**config.mk**
```make
export PLATFORM = sky130hd
export DESIGN_NAME = pipe_stage_reg
export DESIGN_NICKNAME = d
export VERILOG_FILES = /design/src/rtl/pipe_pkg.sv /design/src/rtl/pipe_sat_counter.sv /design/src/rtl/pipe_stage_reg.sv
export SDC_FILE = /design/constraint.sdc
export NUM_CORES = 1
export LEC_CHECK = 0
export CAP_MARGIN = 40
export CORE_ASPECT_RATIO = 0.6
export CORE_MARGIN = 4
export CORE_UTILIZATION = 45
export CTS_BUF_LIST = sky130_fd_sc_hd__clkbuf_8 sky130_fd_sc_hd__clkbuf_16
export DETAILED_ROUTE_END_ITERATION = 12
export MAX_ROUTING_LAYER = met4
export PLACE_DENSITY = 0.73
export REMOVE_ABC_BUFFERS = 1
export SETUP_SLACK_MARGIN = 0.05
export SLEW_MARGIN = 20
export SYNTH_ARGS = -nofsm -noshare
export SYNTH_HDL_FRONTEND = slang
export SYNTH_SLANG_ARGS = --single-unit
```
**constraint.sdc**
```tcl
create_clock -name clk -period 9.8 [get_ports clk]
set_input_delay 2.45 -clock clk [delete_from_list [all_inputs] [get_ports clk]]
set_output_delay 2.45 -clock clk [all_outputs]
set_load 0.01 [all_outputs]
```
**src/rtl/pipe_pkg.sv**
```systemverilog
// Shared definitions for the core pipeline stage registers: ID/EX payload
// layout, its NOP bubble, and the skid-buffer state encoding.
package pipe_pkg;

    localparam int PC_W      = 32;
    localparam int OPCODE_W  = 7;
    localparam int REG_W     = 32;
    localparam int REGADDR_W = 5;

    localparam logic [REGADDR_W-1:0] NOP_REG_ADDR = 5'b00000;
    localparam logic                 WREG_DISABLE = 1'b0;

    typedef struct packed {
        logic [PC_W-1:0]      pc;
        logic [OPCODE_W-1:0]  opcode;
        logic [REG_W-1:0]     reg1;
        logic [REG_W-1:0]     reg2;
        logic [REGADDR_W-1:0] wd;
        logic                 wreg;
        logic [REG_W-1:0]     imm;
    } id_ex_t;

    localparam int ID_EX_W = $bits(id_ex_t);

    localparam id_ex_t ID_EX_NOP = '{
        pc:     32'h0000_0000,
        opcode: 7'b000_0000,
        reg1:   32'h0000_0000,
        reg2:   32'h0000_0000,
        wd:     NOP_REG_ADDR,
        wreg:   WREG_DISABLE,
        imm:    32'h0000_0000
    };

    // bit0 = main entry valid, bit1 = skid entry valid
    typedef enum logic [1:0] {
        ST_EMPTY = 2'b00,
        ST_ONE   = 2'b01,
        ST_TWO   = 2'b11
    } pipe_state_e;

endpackage

```
**src/rtl/pipe_sat_counter.sv**
```systemverilog
// CNT_W-wide event counter that sticks at all-ones instead of wrapping.
module pipe_sat_counter #(
    parameter int CNT_W = 32
) (
    input  logic             clk,
    input  logic             rst,
    input  logic             inc,
    output logic [CNT_W-1:0] cnt
);

    logic [CNT_W-1:0] cnt_r;

    // Count qualifying cycles, holding once the maximum is reached.
    always_ff @(posedge clk or posedge rst) begin
        if (rst) begin
            cnt_r <= {CNT_W{1'b0}};
        end else if (inc && (cnt_r != {CNT_W{1'b1}})) begin
            cnt_r <= cnt_r + {{(CNT_W-1){1'b0}}, 1'b1};
        end else begin
            cnt_r <= cnt_r;
        end
    end

    assign cnt = cnt_r;

endmodule

```
**src/rtl/pipe_stage_reg.sv**
```systemverilog
// Valid/ready pipeline stage with a 2-entry skid buffer and branch flush.
// Define PIPE_STAGE_PERF_EN to add saturating stall/flush counter ports.
module pipe_stage_reg
    import pipe_pkg::*;
#(
    parameter int                 DATA_W   = ID_EX_W,
    parameter logic [DATA_W-1:0]  NOP_DATA = {DATA_W{1'b0}},
    parameter int                 CNT_W    = 32
) (
    input  logic              clk,
    input  logic              rst,
    input  logic              flush_i,
    input  logic              in_valid_i,
    output logic              in_ready_o,
    input  logic [DATA_W-1:0] in_data_i,
    output logic              out_valid_o,
    input  logic              out_ready_i,
`ifdef PIPE_STAGE_PERF_EN
    output logic [CNT_W-1:0]  stall_cnt_o,
    output logic [CNT_W-1:0]  flush_cnt_o,
`endif
    output logic [DATA_W-1:0] out_data_o
);

    pipe_state_e       state_r;
    pipe_state_e       state_s;
    logic [DATA_W-1:0] main_r;
    logic [DATA_W-1:0] main_s;
    logic [DATA_W-1:0] skid_r;
    logic [DATA_W-1:0] skid_s;
    logic              in_ready_r;
    logic              out_valid_r;
    logic              in_fire_s;
    logic              out_fire_s;
    logic              skid_valid_s;

    assign in_fire_s    = in_valid_i & in_ready_r;
    assign out_fire_s   = out_valid_r & out_ready_i;
    assign skid_valid_s = (state_r == ST_TWO);

    // Next-state and entry update; flush wins over every handshake.
    always_comb begin
        state_s = state_r;
        main_s  = main_r;
        skid_s  = skid_r;
        if (flush_i) begin
            state_s = ST_EMPTY;
            main_s  = NOP_DATA;
            skid_s  = NOP_DATA;
        end else begin
            case (state_r)
                ST_EMPTY: begin
                    if (in_fire_s) begin
                        state_s = ST_ONE;
                        main_s  = in_data_i;
                    end else begin
                        state_s = ST_EMPTY;
                    end
                end
                ST_ONE: begin
                    if (in_fire_s && out_fire_s) begin
                        main_s = in_data_i;
                    end else if (in_fire_s) begin
                        state_s = ST_TWO;
                        skid_s  = in_data_i;
                    end else if (out_fire_s) begin
                        state_s = ST_EMPTY;
                        main_s  = NOP_DATA;
                    end else begin
                        state_s = ST_ONE;
                    end
                end
                ST_TWO: begin
                    if (out_fire_s) begin
                        state_s = ST_ONE;
                        main_s  = skid_r;
                        skid_s  = NOP_DATA;
                    end else begin
                        state_s = ST_TWO;
                    end
                end
                default: begin
                    state_s = ST_EMPTY;
                    main_s  = NOP_DATA;
                    skid_s  = NOP_DATA;
                end
            endcase
        end
    end

    // Handshake flags are registered from the next state so neither ready
    // nor valid has a combinational path from the other side.
    always_ff @(posedge clk or posedge rst) begin
        if (rst) begin
            state_r     <= ST_EMPTY;
            main_r      <= NOP_DATA;
            skid_r      <= NOP_DATA;
            in_ready_r  <= 1'b1;
            out_valid_r <= 1'b0;
        end else begin
            state_r     <= state_s;
            main_r      <= main_s;
            skid_r      <= skid_s;
            in_ready_r  <= (state_s != ST_TWO);
            out_valid_r <= (state_s != ST_EMPTY);
        end
    end

    assign in_ready_o  = in_ready_r;
    assign out_valid_o = out_valid_r;
    assign out_data_o  = main_r;

`ifdef PIPE_STAGE_PERF_EN
    pipe_sat_counter #(.CNT_W(CNT_W)) u_stall_cnt (
        .clk (clk),
        .rst (rst),
        .inc (out_valid_r & ~out_ready_i),
        .cnt (stall_cnt_o)
    );

    // Only a squash of a live beat counts, not a flush of an idle stage.
    pipe_sat_counter #(.CNT_W(CNT_W)) u_flush_cnt (
        .clk (clk),
        .rst (rst),
        .inc (flush_i & (out_valid_r | skid_valid_s)),
        .cnt (flush_cnt_o)
    );
`endif

endmodule

```
Yosys cells after proc, flatten, opt, wreduce, memory -nomap -nowiden. Cells that the tools add are included.

Flip-flop bits (word level): 286. Output and inout port bits: 143. Word-level logic and storage cells: 39.

Bitwise operators: 2. Equal/unequal tests: 10. Muxes and demuxes: 17. Reduce and logical (&&, ||, !) cells: 5.

Operators by type and width (number): two-way mux 141 bit (8); one-hot mux 141 bit (3 select lines) (2); inequality test 3 bit (second input constant) (4); two-way mux 2 bit (4); inequality test 4 bit (second input constant) (2); AND reduction 4 bit (2); one-hot mux 2 bit (3 select lines) (1); inequality test 2 bit (second input constant) (2); bitwise AND 1 bit (2); == test 2 x 1 -> 1 bit (second input constant) (1); == test 2 bit (second input constant) (1); logical NOT 2 bit (1); two-way mux 1 bit (2); nonzero test 2 bit (1); logical AND 1 bit (1).

Logic depth before layout (Yosys ltp).
Depth after elaboration: 7. Gate-level depth with buffers: 7. Gate-level depth less buffers: 3.

Worst setup path after synthesis. OpenSTA, ideal clock, no wires.

Kind: input to register. Start: input flush_i. End: register skid_r[108]. Slack: 6.206 ns. Stages on the path: 4. Path buffers: 3. Library setup time: 0.147 ns. Data arrival time: 3.447 ns. Cell sequence: buf_2 clkbuf_1 clkbuf_1 o32ai_2.

Cells in the longest elaborated chain, start to end: 2. Elaborated cells on any way between the ends: 6. Classes of those cells: eq/ne: 4; mux: 1; reduce/logical: 1.

Ends and longest elaborated chain: from (decl) (line pipe_stage_reg.sv:12) `input logic flush_i,`; inequality test 3 bit (no source line) or inequality test 2 bit (tied branches); AND reduction 4 bit (no source line); to (signal assigned) (line pipe_stage_reg.sv:103) `skid_r <= skid_s;`; to (decl) (line pipe_stage_reg.sv:29) `logic [DATA_W-1:0] skid_r;`.

Several ways; a longest one is shown, not always the timed one. A chain may end at the register's enable or synchronous reset.

Worst setup path after layout.
Start: input in_valid_i. End: register skid_r[65].

Cells in the longest elaborated chain, start to end: 4. Elaborated cells on any way between the ends: 5. Classes of those cells: eq/ne: 2; bitwise: 1; reduce/logical: 2.

Ends and longest elaborated chain: from (decl) (line pipe_stage_reg.sv:13) `input logic in_valid_i,`; bitwise AND 1 bit (*) (line pipe_stage_reg.sv:37) `assign in_fire_s = in_valid_i & in_ready_r;`; logical AND 1 bit (line pipe_stage_reg.sv:61) `if (in_fire_s && out_fire_s) begin`; inequality test 3 bit (no source line); AND reduction 4 bit (no source line) (*).

Every way passes the cells marked *; elsewhere a longest branch is shown, timed or not.

==> impl_metrics.yaml <==
global_routing:
  grt_pass1_vias: 12900
  antenna_found_initial: 4
  groute.usage.overall_pct: 24.7
  grt_max_degree: 153
  grt.overflow.total: 0
  grt_pass1_wl_mm: 72.5
drt:
  wl_mm: 45.8
  routed_via_density: 6.11
  wl_per_cell_um: 21.7
  postRouteAntennaNets: 0
  drc_errors: 0
  drtIter0Drc: 1994
  route.vias.total: 12900
  firstDrtPassIters: 12
yosys:
  ys_types: 29
  synth_xor_area_share_pct: 0
  ys_seq_elements: 286
  synth-simple-area-share_pct: 9.81
  syn_inst: 1467
  netlist_area_sq_mm: 0.0152
  synth_top_family_by_area: "compound AO/OA/AOI/OAI gates"
  yosysWarningCount: 0
  seq_area_frac_synth_pct: 47.2
  synth_compound_area_share_pct: 29.9
  muxShareOfSynthArea_pct: 0.0990
  syn_avg_cell_area_sq_um: 10.3
  synth_fa_ha_area_share_pct: 0
sta:
  grt_setup_unrepaired: "false"
  finalHoldViolations: 0
  worst_hold_slack_ns: 0.533
  postLayoutSetupSlackWorst_ns: 4.92
  skew_ns: 0.0196
  finalMaxSlewViolations: 0
  slew-limit-headroom_pct: 37.7
  fin_crit_sh_pct: 49.8
  setup_viol: 0
  fmax_mhz: 205
  tightest_slew_ns: 0.934
  setup_tns_ns: 0
  final.min_clock_period_ns: 4.88
critical_path:
  crit_required_ns: 10.18
  start_kind: "primary input"
  worstPathMaxFanout: 94
  critPathKind: "primary input to register"
  worstPathArrival_ns: 5.27
  endpoint_kind: "register"
power_and_ir_drop:
  max-vdd-ir-drop_mv: 0.130
  sequentialPowerShare_pct: 43.9
  p_int_w: 0.00210
  power.density_mw_per_mm2: 153
  power_switching_w: 0.000832
  pwr-share-comb_pct: 19.1
  swShare_pct: 28.4
  clockPowerShare_pct: 37.0
  power.leakage_nw: 8.08
placed_design:
  gp_congestion: 0.795
  place_hpwl_mm: 26.7
  port_buffers: 288
  dp_cells: 2058
  dp_slack_ns: 4.40
clock_network:
  cts_buffer_depth: 3
  tritoncts: "built"
  cts_hold_buf: 0
  postCtsSetupBuffers: 0
  numCtsBuffers: 28
  clock_sinks: 286
  h-tree-depth: 1
  postCtsResizedCells: 0
  clkSlewWorstSetupHoldPaths_ns: 0.06
  insertion_delay_ns: 0.55
  clockRootBuffer: "clkbuf_16"
floorplanning:
  num_rows: 51
  core_area_sq_mm: 0.0328
  initial_core_util_pct: 46.2
  die-area_sq_mm: 0.0368
  pin_count: 289
  die_y_um: 150
  die_w_um: 245
min_path:
  hold_path_class: "register to register"
finish:
  final_common_cell: "inv_1"
  layout_common_cells: "inv_1, clkdlybuf4s50_1, dfrtp_1"
  areaGrowthSynthToFinish_pct: 26.2
  finalNonFillerCells: 2113
  drive_gt1_share_pct: 9.89
  fin_util_pct: 58.3
  nets: 1787
status:
  outcome: "finished, final reports clean"
flow_run:
  maxCapViolations: 0
==> layout make-up <==
class                   instances  area (sq um)
clock inverters                12          77.6
multi-input cells             724          6090
well taps                     450           563
diodes                          4          10.0
repair buffers                316          3320
clock buffers                  36           822
fillers                      2773         13700
inverters                     285          1080
flip-flops and latches        286          7160
==> registers in the layout, summed over array words and instances (netlist names) <==
signal       flops
in_ready_o       1
state_r          2
out_data_o     141
out_valid_o      1
skid_r         141
==> cell usage after synthesis <==
master	instances	area share [%]
a21boi_2	1	0.074
and2b_1	1	0.050
o32ai_1	202	12
and4_1	1	0.058
inv_1	284	7.0
mux2_4	1	0.099
a222oi_1	141	9.3
and3b_1	1	0.058
and2_4	1	0.058
nor2b_1	139	5.7
or3_1	1	0.041
nor2_1	1	0.025
nand3_1	1	0.033
clkbuf_1	91	2.3
o21a_1	3	0.15
o21ai_2	1	0.058
buf_6	23	1.7
nand2_1	142	3.5
and3_1	2	0.082
inv_2	1	0.025
and4bb_1	1	0.082
a21oi_2	2	0.12
nand2_2	1	0.041
dfstp_2	1	0.17
buf_2	57	1.9
nor3_1	1	0.033
o32ai_2	80	8.6
dfrtp_1	285	47
buf_4	1	0.050
==> critical path, cell delays in order <==
cell,delay [ns]
clkdlybuf4s50_1,0.53
and3b_1,0.42
mux2_8,0.71
buf_4,0.74
o32ai_1,0.23
==> path summary, 6_finish.rpt <==
check                                   startpoint                           to  slack, ns  cells after the start
setup / recovery                        in_valid_i       skid_r[65]$_DFFE_PP0P_       4.92                      5
hold / removal             skid_r[109]$_DFFE_PP0P_      skid_r[109]$_DFFE_PP0P_       0.53                      2
setup reg to reg              state_r[1]$_DFF_PP0_   out_data_o[34]$_DFFE_PP0P_       6.25                      6
hold reg to reg            skid_r[109]$_DFFE_PP0P_      skid_r[109]$_DFFE_PP0P_       0.53                      2
max in group asynchronous                      rst  out_data_o[106]$_DFFE_PP0P_       6.11                      3
min in group asynchronous                      rst        out_valid_o$_DFF_PP0_       2.37                      2
==> power groups by stage <==
stage	logic, W	clock network, W	registers [W]
after floorplan	0.000259	0	0.00132
after global placement	0.000532	0	0.00130
after detailed placement	0.000554	0	0.00131
after CTS	0.000556	0.00110	0.00129
after global routing	0.000606	0.00115	0.00129
final	0.000560	0.00108	0.00129
==> per-stage QoR <==
| step | instance area [sq um] | power, W |
|---|---|---|
| floorplan | 14300 | 0.00158 |
| global placement | 17900 | 0.00184 |
| detailed placement | 18100 | 0.00186 |
| CTS | 19000 | 0.00294 |
| global route | 19100 | 0.00305 |
| finish | 19100 | 0.00293 |
==> metal layers <==
layer	routed length, um	vias up	GRT usage (%)
met5	0	-	-
met4	594	0	4.70
met3	3440	50	3.93
met2	21300	549	38.4
met1	20500	6517	34.9
li1	-	5802	-
==> logic make-up (layout without fill, tap and decap cells) <==
logic type,count (synthesis),in the layout
compound gates,430,430
other cells,0,4
mux,1,1
buf+inv,457,649
simple gates,293,293
flops,286,286
Power figures use the tool's default switching activity.
